[config.mk]
export PLATFORM = sky130hd
export DESIGN_NAME = common_clkgate_ctrl
export DESIGN_NICKNAME = d
export VERILOG_FILES = /design/src/rtl/common_clkgate_ctrl.sv
export SDC_FILE = /design/constraint.sdc
export NUM_CORES = 1
export LEC_CHECK = 0
export BUFFER_PORTS_ARGS = -buffer_cell sky130_fd_sc_hd__clkbuf_2
export CORE_ASPECT_RATIO = 0.75
export CORE_MARGIN = 4
export CORE_UTILIZATION = 55
export CTS_BUF_LIST = sky130_fd_sc_hd__clkbuf_16
export DETAILED_ROUTE_END_ITERATION = 10
export PLACE_DENSITY = 0.84
export RECOVER_POWER = 100
export SYNTH_ARGS = -nofsm -noshare
export SYNTH_HDL_FRONTEND = slang
export SYNTH_SLANG_ARGS = --single-unit
[constraint.sdc]
create_clock -name clk -period 4.5 [get_ports clk]
set_input_delay 0.225 -clock clk [delete_from_list [all_inputs] [get_ports clk]]
set_output_delay 0.225 -clock clk [all_outputs]
set_load 0.01 [all_outputs]
[src/rtl/common_clkgate_ctrl.sv]
// Clock-enable sequencer for a shared gated clock subtree: 4-phase req/ack per requester,
// fixed wake-up delay before ack, hysteresis hold before gating the clock off.
module common_clkgate_ctrl #(
  parameter int unsigned NUM_REQ  = 4,
  parameter int unsigned WAKE_CYC = 4,
  parameter int unsigned IDLE_CYC = 16
) (
  input  logic               clk,
  input  logic               rst,
  input  logic [NUM_REQ-1:0] req_i,
  input  logic               force_on_i,
  output logic [NUM_REQ-1:0] ack_o,
  output logic               clk_en_o,
  output logic [1:0]         state_o,
  output logic [15:0]        wake_cnt_o
);

  typedef enum logic [1:0] {
    StOff  = 2'd0,
    StWake = 2'd1,
    StOn   = 2'd2,
    StHold = 2'd3
  } state_e;

  localparam logic [7:0] WakeLoad = 8'(WAKE_CYC - 1);
  localparam logic [7:0] IdleLoad = 8'(IDLE_CYC - 1);

  state_e               state_q, state_d;
  logic [7:0]           cnt_q, cnt_d;
  logic [15:0]          wake_cnt_q, wake_cnt_d;
  logic [NUM_REQ-1:0]   ack_q;
  logic                 clk_en_q;
  logic                 any_req;

  assign any_req = (|req_i) | force_on_i;

  always_comb begin
    state_d    = state_q;
    cnt_d      = cnt_q;
    wake_cnt_d = wake_cnt_q;
    unique case (state_q)
      StOff: begin
        if (any_req) begin
          state_d = StWake;
          cnt_d   = WakeLoad;
          if (wake_cnt_q != 16'hFFFF) wake_cnt_d = wake_cnt_q + 16'd1;
        end
      end
      // Wake-up always completes, even if every request has already gone away.
      StWake: begin
        if (cnt_q == 8'd0) state_d = StOn;
        else               cnt_d   = cnt_q - 8'd1;
      end
      StOn: begin
        if (!any_req) begin
          state_d = StHold;
          cnt_d   = IdleLoad;
        end
      end
      // A new request wins over an expiring hold count.
      StHold: begin
        if (any_req)              state_d = StOn;
        else if (cnt_q == 8'd0)   state_d = StOff;
        else                      cnt_d   = cnt_q - 8'd1;
      end
      default: state_d = StOff;
    endcase
  end

  always_ff @(posedge clk or posedge rst) begin
    if (rst) begin
      state_q    <= StOff;
      cnt_q      <= 8'd0;
      wake_cnt_q <= 16'd0;
      ack_q      <= '0;
      clk_en_q   <= 1'b0;
    end else begin
      state_q    <= state_d;
      cnt_q      <= cnt_d;
      wake_cnt_q <= wake_cnt_d;
      ack_q      <= (state_d == StOn) ? req_i : '0;
      clk_en_q   <= (state_d != StOff);
    end
  end

  assign ack_o      = ack_q;
  assign clk_en_o   = clk_en_q;
  assign state_o    = state_q;
  assign wake_cnt_o = wake_cnt_q;

endmodule

# After elaboration in Yosys (flattened, before gate mapping)
# Index checks and enable logic that the tools add are counted.
# totals
out_inout_bits	23
elab_cells	34
input_bits	7
regBits	31
# op_classes
bitwise_logic	1
n_reduce_logical	6
eq_ne	8
n_addsub	2
n_mux	12
# ops
cell	n
two-way mux 8 bit	4
case mux 8 bit (4 select lines)	1
adder 16 x 1 -> 16 bit (second input constant)	1
!= test 16 bit (second input constant)	1
two-way mux 2 bit	5
logical NOT 8 bit	1
case mux 2 bit (4 select lines)	1
subtractor 8 x 1 -> 8 bit (second input constant)	1
equality test 2 bit (second input constant)	3
!= test 2 bit (second input constant)	3
AND reduction 3 bit	2
two-way mux 4 bit	1
OR reduction 4 bit	1
equality test 2 x 1 -> 1 bit (second input constant)	1
logical NOT 2 bit	1
nonzero test 2 bit	1
bitwise OR 1 bit	1

# Depth between registers and ports, before layout
# Gate-level depths: netlist (run 1).
# depth
ltp_word	6
mapped_depth	6
depth_no_buf	6

# Least setup slack after synthesis (run 1)
# No wires, ideal clock.
# synth_path
path_type	reg-to-reg
startpoint	reg cnt_q[0]
endpoint	reg cnt_q[5]
path_stages_with_launch	7
setup_ns	0.142
synth_period_minus_slack_ns	1.747
required_time_ns	4.358
n_path_buf	0
arrival_ns	1.605
setup_slack_ns	2.753
cell_sequence	dfrtp_1 inv_1 ha_1 nor4b_1 nand2_1 nand3_1 o221ai_1
# synth_via
elab_chain_len	4
elab_cells_between_ends	5
classes_between	add/sub (1); mux (3); reduce/logical (1)
# synth_lines
element	line	rtl
start: declaration	29	logic [7:0] cnt_q, cnt_d;
start signal: assignment	79	cnt_q <= cnt_d;
subtractor 8 x 1 -> 8 bit or logical NOT 8 bit (tied branches)	n/a	
two-way mux 8 bit (*)	51, 63	
two-way mux 8 bit	62	if (any_req) state_d = StOn;
case mux 8 bit (4 select lines) (*)	41	unique case (state_q)
# Every way passes the cells marked *; elsewhere a longest branch is shown, timed or not. The select of a mux whose other input is x is not followed.
# A chain may end at the register's enable or synchronous reset.

# Final worst setup path (run 1)
# layout_path
startpoint	reg wake_cnt_q[0] (netlist: wake_cnt_o[0])
endpoint	reg wake_cnt_q[10] (netlist: wake_cnt_o[10])
# layout_via
elab_chain_len	2
elab_cells_between_ends	3
classes_between	add/sub (1); eq/ne (1); reduce/logical (1)
# layout_lines
element	line	rtl
start: declaration	30	logic [15:0] wake_cnt_q, wake_cnt_d;
start signal: assignment	80	wake_cnt_q <= wake_cnt_d;
branches (longest 2 deep; another with adder 16 x 1 -> 16 bit)	n/a	
# Several ways; the timed one is not identified.

==> summary.txt, run 1 <==
Synthesis
  • Library cells used by synthesis: 47
  • Post-Synthesis Cells: 160
  • Post-synth EDFFs: 0
  • Share of flip-flops with an asynchronous set or reset: 1.000
  • Netlist Area Pre-Place: 1658 um^2
  • Ys Warns: 0
  • Largest cells by area after synthesis: dfrtp_1, xnor2_1, nand2_1
  • Synthesized area per cell: 10.36 um^2
  • Syn nets: 169
  • Prevailing post-synth register cell: dfrtp_1
  • Seq/Total Area, Yosys: 0.4679
  • Register bit total from synthesis: 31
  • Synth top area share: 0.4679
  • Post-synth top area cell: dfrtp_1

Cells and area
  • Register area: 775.7 um^2
  • Fillers: 232
  • Post-route insts no fill: 227
  • Multi-input logic area: 802.0 um^2
  • Nets: 201
  • Layout cell share with drive strength beyond 1: 0.09424
  • N_diodes: 0
  • Area grow syn2layout: 14.49%
  • Final Util: 0.6921

Global routing
  • Tot GR Track Use: 0.2040
  • First-pass GRT wire length: 6389 um
  • Initial antenna violation count: 0
  • Total congestion overflow: 0
  • Vias in the first global route: 1374
  • Largest net degree at the start of global routing: 32

CTS
  • Clock tree sinks: 31
  • CTS tree: yes
  • Clock Latency Late Sink: 270 ps
  • Cts repair resizes: 0
  • CTS buffer count: 5
  • Clock buffer depth: 2
  • Worst-path clk slew: 50 ps
  • Clk root buf: clkbuf_16
  • Setup Buffers After CTS: 0
  • Hold buffer count at cts: 0
  • Htree depth: 2

Timing
  • Slew Limit Fails: 8
  • F_max: 322.9 MHz
  • RSZ-0062 raised after global routing: false
  • Worst slew pin tran: 1869 ps
  • Worst slew margin: -0.2781
  • Clock Skews: 1.392 ps
  • Setup tns final: 0 ps
  • Crit share post-route: 0.6882
  • Setup violators final: 0
  • Crit path time final: 3097 ps
  • Final hold vios: 0

Routing
  • 1st-iter DRT viols: 127
  • Post-route ant nets: 0
  • Via Count: 1432
  • DR WL/cell: 17.68 um
  • DR DRC count: 0
  • Total Routed Length: 4013 um
  • DRT Pass-1 Iters: 4
  • DR vias/cell: 6.308

Power and ir drop
  • P_leak: 0.7759 nW
  • Max IR drop VDD: 213.8 uV
  • PD cells: 347.5 nW/um^2

Critical path
  • CP max FO: 7
  • Critical path's top delay family: compound AO/OA/AOI/OAI gates
  • CP max stage delay: 1560 ps
  • CP required: 4690 ps
  • Worst Setup Path Type: reg -> reg
  • Critical-path cell list: ha_1, nand3_2, a2111oi_0, nor4b_1, xor2_1
  • Setup crit end kind: flop
  • Crit path DAT: 3280 ps
  • CP Buf/Inv Count: 0
  • CP max stage cell: a2111oi_0
  • Startpoint Class: flop

Place
  • Placer's final routability congestion estimate: 0.8944
  • HPWL after DPL: 2870 um
  • Placed Cells: 221
  • I/O Buffers: 29

Floorplanning
  • Starting Density: 0.6045
  • Die width: 71.40 um
  • I/O Pins: 30
  • Die area: 3966 um^2
  • Core Area: 2743 um^2
  • Standard-cell rows: 16
  • Die Ht: 55.55 um

Outcome
  • Failing checks: capacitance limit, slew limit
  • Outcome: finished, violations left

Run
  • Max cap viols: 1

Min path
  • Hold Path Class: in -> reg
## worst reg2reg max path, stage by stage (launching register included)
cell	delay, ps
dfrtp_1	400
ha_1	200
nand3_2	150
a2111oi_0	1560
nor4b_1	500
xor2_1	200
## cells in the final DEF, fill, tap and decap left out, drive strengths merged, types with 4 or more instances in the layout
master,count
or4,4
nor2,7
o211ai,6
nand3,9
inv,9
dfrtp,31
o21ai,6
xnor2,7
nand2,14
nor2b,6
clkbuf,34
and3,4
nor4,4
xor2,5
## power breakdown
group,internal (mW),switching (mW),leakage (nW)
sequential,0.295,0.0215,0.379
combinational,0.0200,0.0255,0.330
clock,0.195,0.102,0.0669
total,0.511,0.149,0.776
## area by class of cell
type,count,area share
well taps,36,0.02373
clock inverters,1,0.001978
inverters,8,0.01582
flip-flops and latches,31,0.4087
multi-input cells,117,0.4225
repair buffers,29,0.06131
clock buffers,5,0.06592
## final timing paths
path	slack, ps	from	endpoint	cells after the start
hold reg to reg	510	wake_cnt_o[11]$_DFFE_PP0P_	wake_cnt_o[11]$_DFFE_PP0P_	1
setup / recovery	1400	wake_cnt_o[0]$_DFFE_PP0P_	wake_cnt_o[10]$_DFFE_PP0P_	5
min in group asynchronous	240	rst	ack_o[1]$_DFF_PP0_	2
hold / removal	210	req_i[2]	ack_o[2]$_DFF_PP0_	2
setup reg to reg	1400	wake_cnt_o[0]$_DFFE_PP0P_	wake_cnt_o[10]$_DFFE_PP0P_	5
max in group asynchronous	3580	rst	wake_cnt_o[2]$_DFFE_PP0P_	2
## metal layers
| layer | wire length (um) | GRT usage |
|---|---|---|
| met1 | 1754 | 0.2783 |
| met2 | 1832 | 0.3168 |
| met3 | 382 | 0.05435 |
| met4 | 42 | 0.06166 |
| met5 | 0 | 0 |
## flip-flops by register name, summed over array words and instances (netlist names)
| name | flops |
|---|---|
| wake_cnt_o | 16 |
| cnt_q | 8 |
| ack_o | 4 |
| state_o | 2 |
| clk_en_o | 1 |
## cells in the mapped netlist, types with 2 or more instances
master	number
a211oi_1	2
a21boi_1	2
a21oi_1	3
a32oi_1	2
and3_1	3
buf_2	4
dfrtp_1	31
ha_1	2
inv_1	7
mux2_1	3
nand2_1	14
nand2b_1	3
nand3_1	7
nand3_2	2
nor2_1	7
nor2b_1	6
nor3_1	2
nor4_1	3
nor4b_1	2
o2111a_1	2
o2111ai_1	3
o211ai_1	6
o21ai_0	2
o21ai_1	4
o221ai_1	2
o31ai_1	3
or4_1	3
xnor2_1	7
xor2_1	5
## cell families after synthesis
| group | synth area share |
|---|---|
| muxes | 0.02038 |
| AOI/OAI and AO/OA | 0.1826 |
| adders and majority gates | 0.01509 |
| and+or+nand+nor | 0.2204 |
| DFF | 0.4679 |
| xor gates and xnor gates | 0.06340 |
| buffers and inverters | 0.03019 |
## through the flow
stage          hold WS, ps  power (mW)  setup WS (ps)  area (um^2)
2_1_floorplan        328.5      0.3473           2753         1658
3_3_place_gp         476.3      0.3621           2572         1828
3_5_place_dp         488.9      0.3667           2354         1828
4_1_cts              214.4      0.6604           2340         1957
5_1_grt              218.2      0.6827           1093         1898
6_report             214.8      0.6596           1403         1898
Power figures use the tool's default switching activity.
==> run 2: changes to the inputs <==
- CORE_UTILIZATION: 55 -> 49
- PLACE_DENSITY: 0.84 -> 0.79
- clock period: 4.5 -> 2.5 ns (I/O delays scaled with it)
==> summary.txt, run 2 (synthesis results as in run 1) <==
Critical path
  • Crit path DAT: 2410 ps (-870 ps)
  • Critical path's top delay family: compound AO/OA/AOI/OAI gates
  • Worst Setup Path Type: reg -> reg
  • CP max stage delay: 820 ps (-740 ps)
  • Startpoint Class: flop
  • CP Buf/Inv Count: 0 (unchanged)
  • CP max stage cell: a2111oi_2
  • Critical-path cell list: ha_1, nand3_1, a2111oi_2, nor4b_2, xor2_1
  • Setup crit end kind: flop
  • CP max FO: 7 (unchanged)
  • CP required: 2690 ps (-2000 ps)

Outcome
  • Outcome: finished, violations left
  • Failing checks: capacitance limit, slew limit

Global routing
  • Tot GR Track Use: 0.1918 (-0.01220)
  • Initial antenna violation count: 0 (unchanged)
  • Total congestion overflow: 0 (unchanged)
  • First-pass GRT wire length: 6354 um (-0.55%)
  • Vias in the first global route: 1341 (-2.4%)
  • Largest net degree at the start of global routing: 32 (unchanged)

Routing
  • DR WL/cell: 16.13 um (-8.8%)
  • DR vias/cell: 6.112 (-3.1%)
  • Total Routed Length: 3742 um (-6.8%)
  • 1st-iter DRT viols: 82 (-35%)
  • DR DRC count: 0 (unchanged)
  • Via Count: 1418 (-0.98%)
  • DRT Pass-1 Iters: 4 (unchanged)
  • Post-route ant nets: 0 (unchanged)

Timing
  • F_max: 451.8 MHz (+40%)
  • Crit share post-route: 0.8853 (+0.1971)
  • Setup violators final: 0 (unchanged)
  • Slew Limit Fails: 32 (+24)
  • Worst slew margin: -0.09500 (+0.1831)
  • Final hold vios: 0 (unchanged)
  • Hold Worst Slack: 107.3 ps (-107.6 ps)
  • RSZ-0062 raised after global routing: false
  • Worst slew pin tran: 1642 ps (-226.3 ps)
  • Clock Skews: 4.165 ps (+2.774 ps)
  • Setup tns final: 0 ps (unchanged)
  • Crit path time final: 2213 ps (-883.7 ps)

Power and ir drop
  • PD cells: 621.9 nW/um^2 (+79%)
  • P_leak: 0.7816 nW (+0.73%)
  • Max IR drop VDD: 471.2 uV (+120%)
  • Tot Pwr: 1.198 mW (+82%)

Floorplanning
  • Die Ht: 58.38 um (+5.1%)
  • Core Area: 3084 um^2 (+12%)
  • Standard-cell rows: 17 (+1)
  • Die area: 4388 um^2 (+11%)
  • Starting Density: 0.5375 (-0.06695)
  • I/O Pins: 30 (unchanged)
  • Die width: 75.17 um (+5.3%)

Run
  • Max cap viols: 1 (unchanged)

Cells and area
  • Final Cell Area: 1927 um^2 (+1.5%)
  • Max reg flops: 16 (unchanged)
  • Register area: 775.7 um^2 (unchanged)
  • N_diodes: 0 (unchanged)
  • Most frequent cells in the layout: dfrtp_1, clkbuf_1, nand2_1
  • Commonest non-fill, non-tap cell in the layout: dfrtp_1
  • Nets: 203 (+1.0%)
  • Layout cell share with drive strength beyond 1: 0.1031 (+0.008852)
  • Fillers: 258 (+11%)
  • Final Util: 0.6247 (-0.06732)
  • Area grow syn2layout: 16.23%
  • Multi-input logic area: 809.5 um^2 (+0.94%)

CTS
  • CTS buffer count: 5 (unchanged)
  • Clock Latency Late Sink: 270 ps (about the same)
  • Setup Buffers After CTS: 0 (unchanged)
  • Clock buffer depth: 2 (unchanged)
  • CTS tree: yes
  • Htree depth: 2 (unchanged)
  • Clock tree sinks: 31 (unchanged)
  • Clk root buf: clkbuf_16
  • Worst-path clk slew: 50 ps (about the same)

Place
  • Dpl cell area: 1838 um^2 (+0.55%)
  • I/O Buffers: 29 (unchanged)
  • HPWL after DPL: 2742 um (-4.5%)
  • Placer's final routability congestion estimate: 0.8901 (-0.48%)

Min path
  • Hold Path Class: in -> reg
[run 2: cell count changes in the layout (fill, tap and decap cells not counted), sizes merged]
cell / before / now
clkinv: 0 / 2
clkbuf: 34 / 35
dlygate4sd3: 0 / 1
inv: 9 / 8
[run 2: final cells by class]
type,count,area share
clock inverters,2,0.004545
inverters,8,0.01558
flip-flops and latches,31,0.4026
clock buffers,5,0.06493
well taps,38,0.02468
multi-input cells,117,0.4201
repair buffers,31,0.06753
[run 2: power by group]
group	internal [mW]	switching, mW	leakage (nW)	total, mW
registers	0.532	0.0375	0.379	0.569
clock network	0.356	0.191	0.0671	0.547
logic	0.0373	0.0447	0.336	0.0820
total	0.925	0.274	0.782	1.20
[run 2: worst paths after layout]
check	to	start	slack, ps	cells after the start
worst min-delay path	ack_o[2]$_DFF_PP0_	req_i[2]	110	2
max in group asynchronous	wake_cnt_o[7]$_DFFE_PP0P_	rst	580	4
worst min register to register	wake_cnt_o[11]$_DFFE_PP0P_	wake_cnt_o[11]$_DFFE_PP0P_	520	1
min in group asynchronous	wake_cnt_o[10]$_DFFE_PP0P_	rst	960	4
worst max-delay path	wake_cnt_o[10]$_DFFE_PP0P_	wake_cnt_o[0]$_DFFE_PP0P_	290	5
worst max register to register	wake_cnt_o[10]$_DFFE_PP0P_	wake_cnt_o[0]$_DFFE_PP0P_	290	5
[run 2: layer usage]
layer,GRT usage,part of all wire
met4,0.05985,0.0096
met3,0.05290,0.098
met5,0,0
met2,0.2779,0.43
met1,0.2793,0.46
[run 2: metrics by stage]
step | setup WS, ps | instances
finish | 286.7 | 232
floorplan | 752.9 | 160
global route | 55.92 | 232
CTS | 387.3 | 232
global placement | 513.7 | 224
detailed placement | 407.0 | 224
[run 2: what timing repair did]
item | CTS | global route
resized for setup | 0 | 0
hold buffers | 1 | 0
hold endpoints to repair | 31 | 0
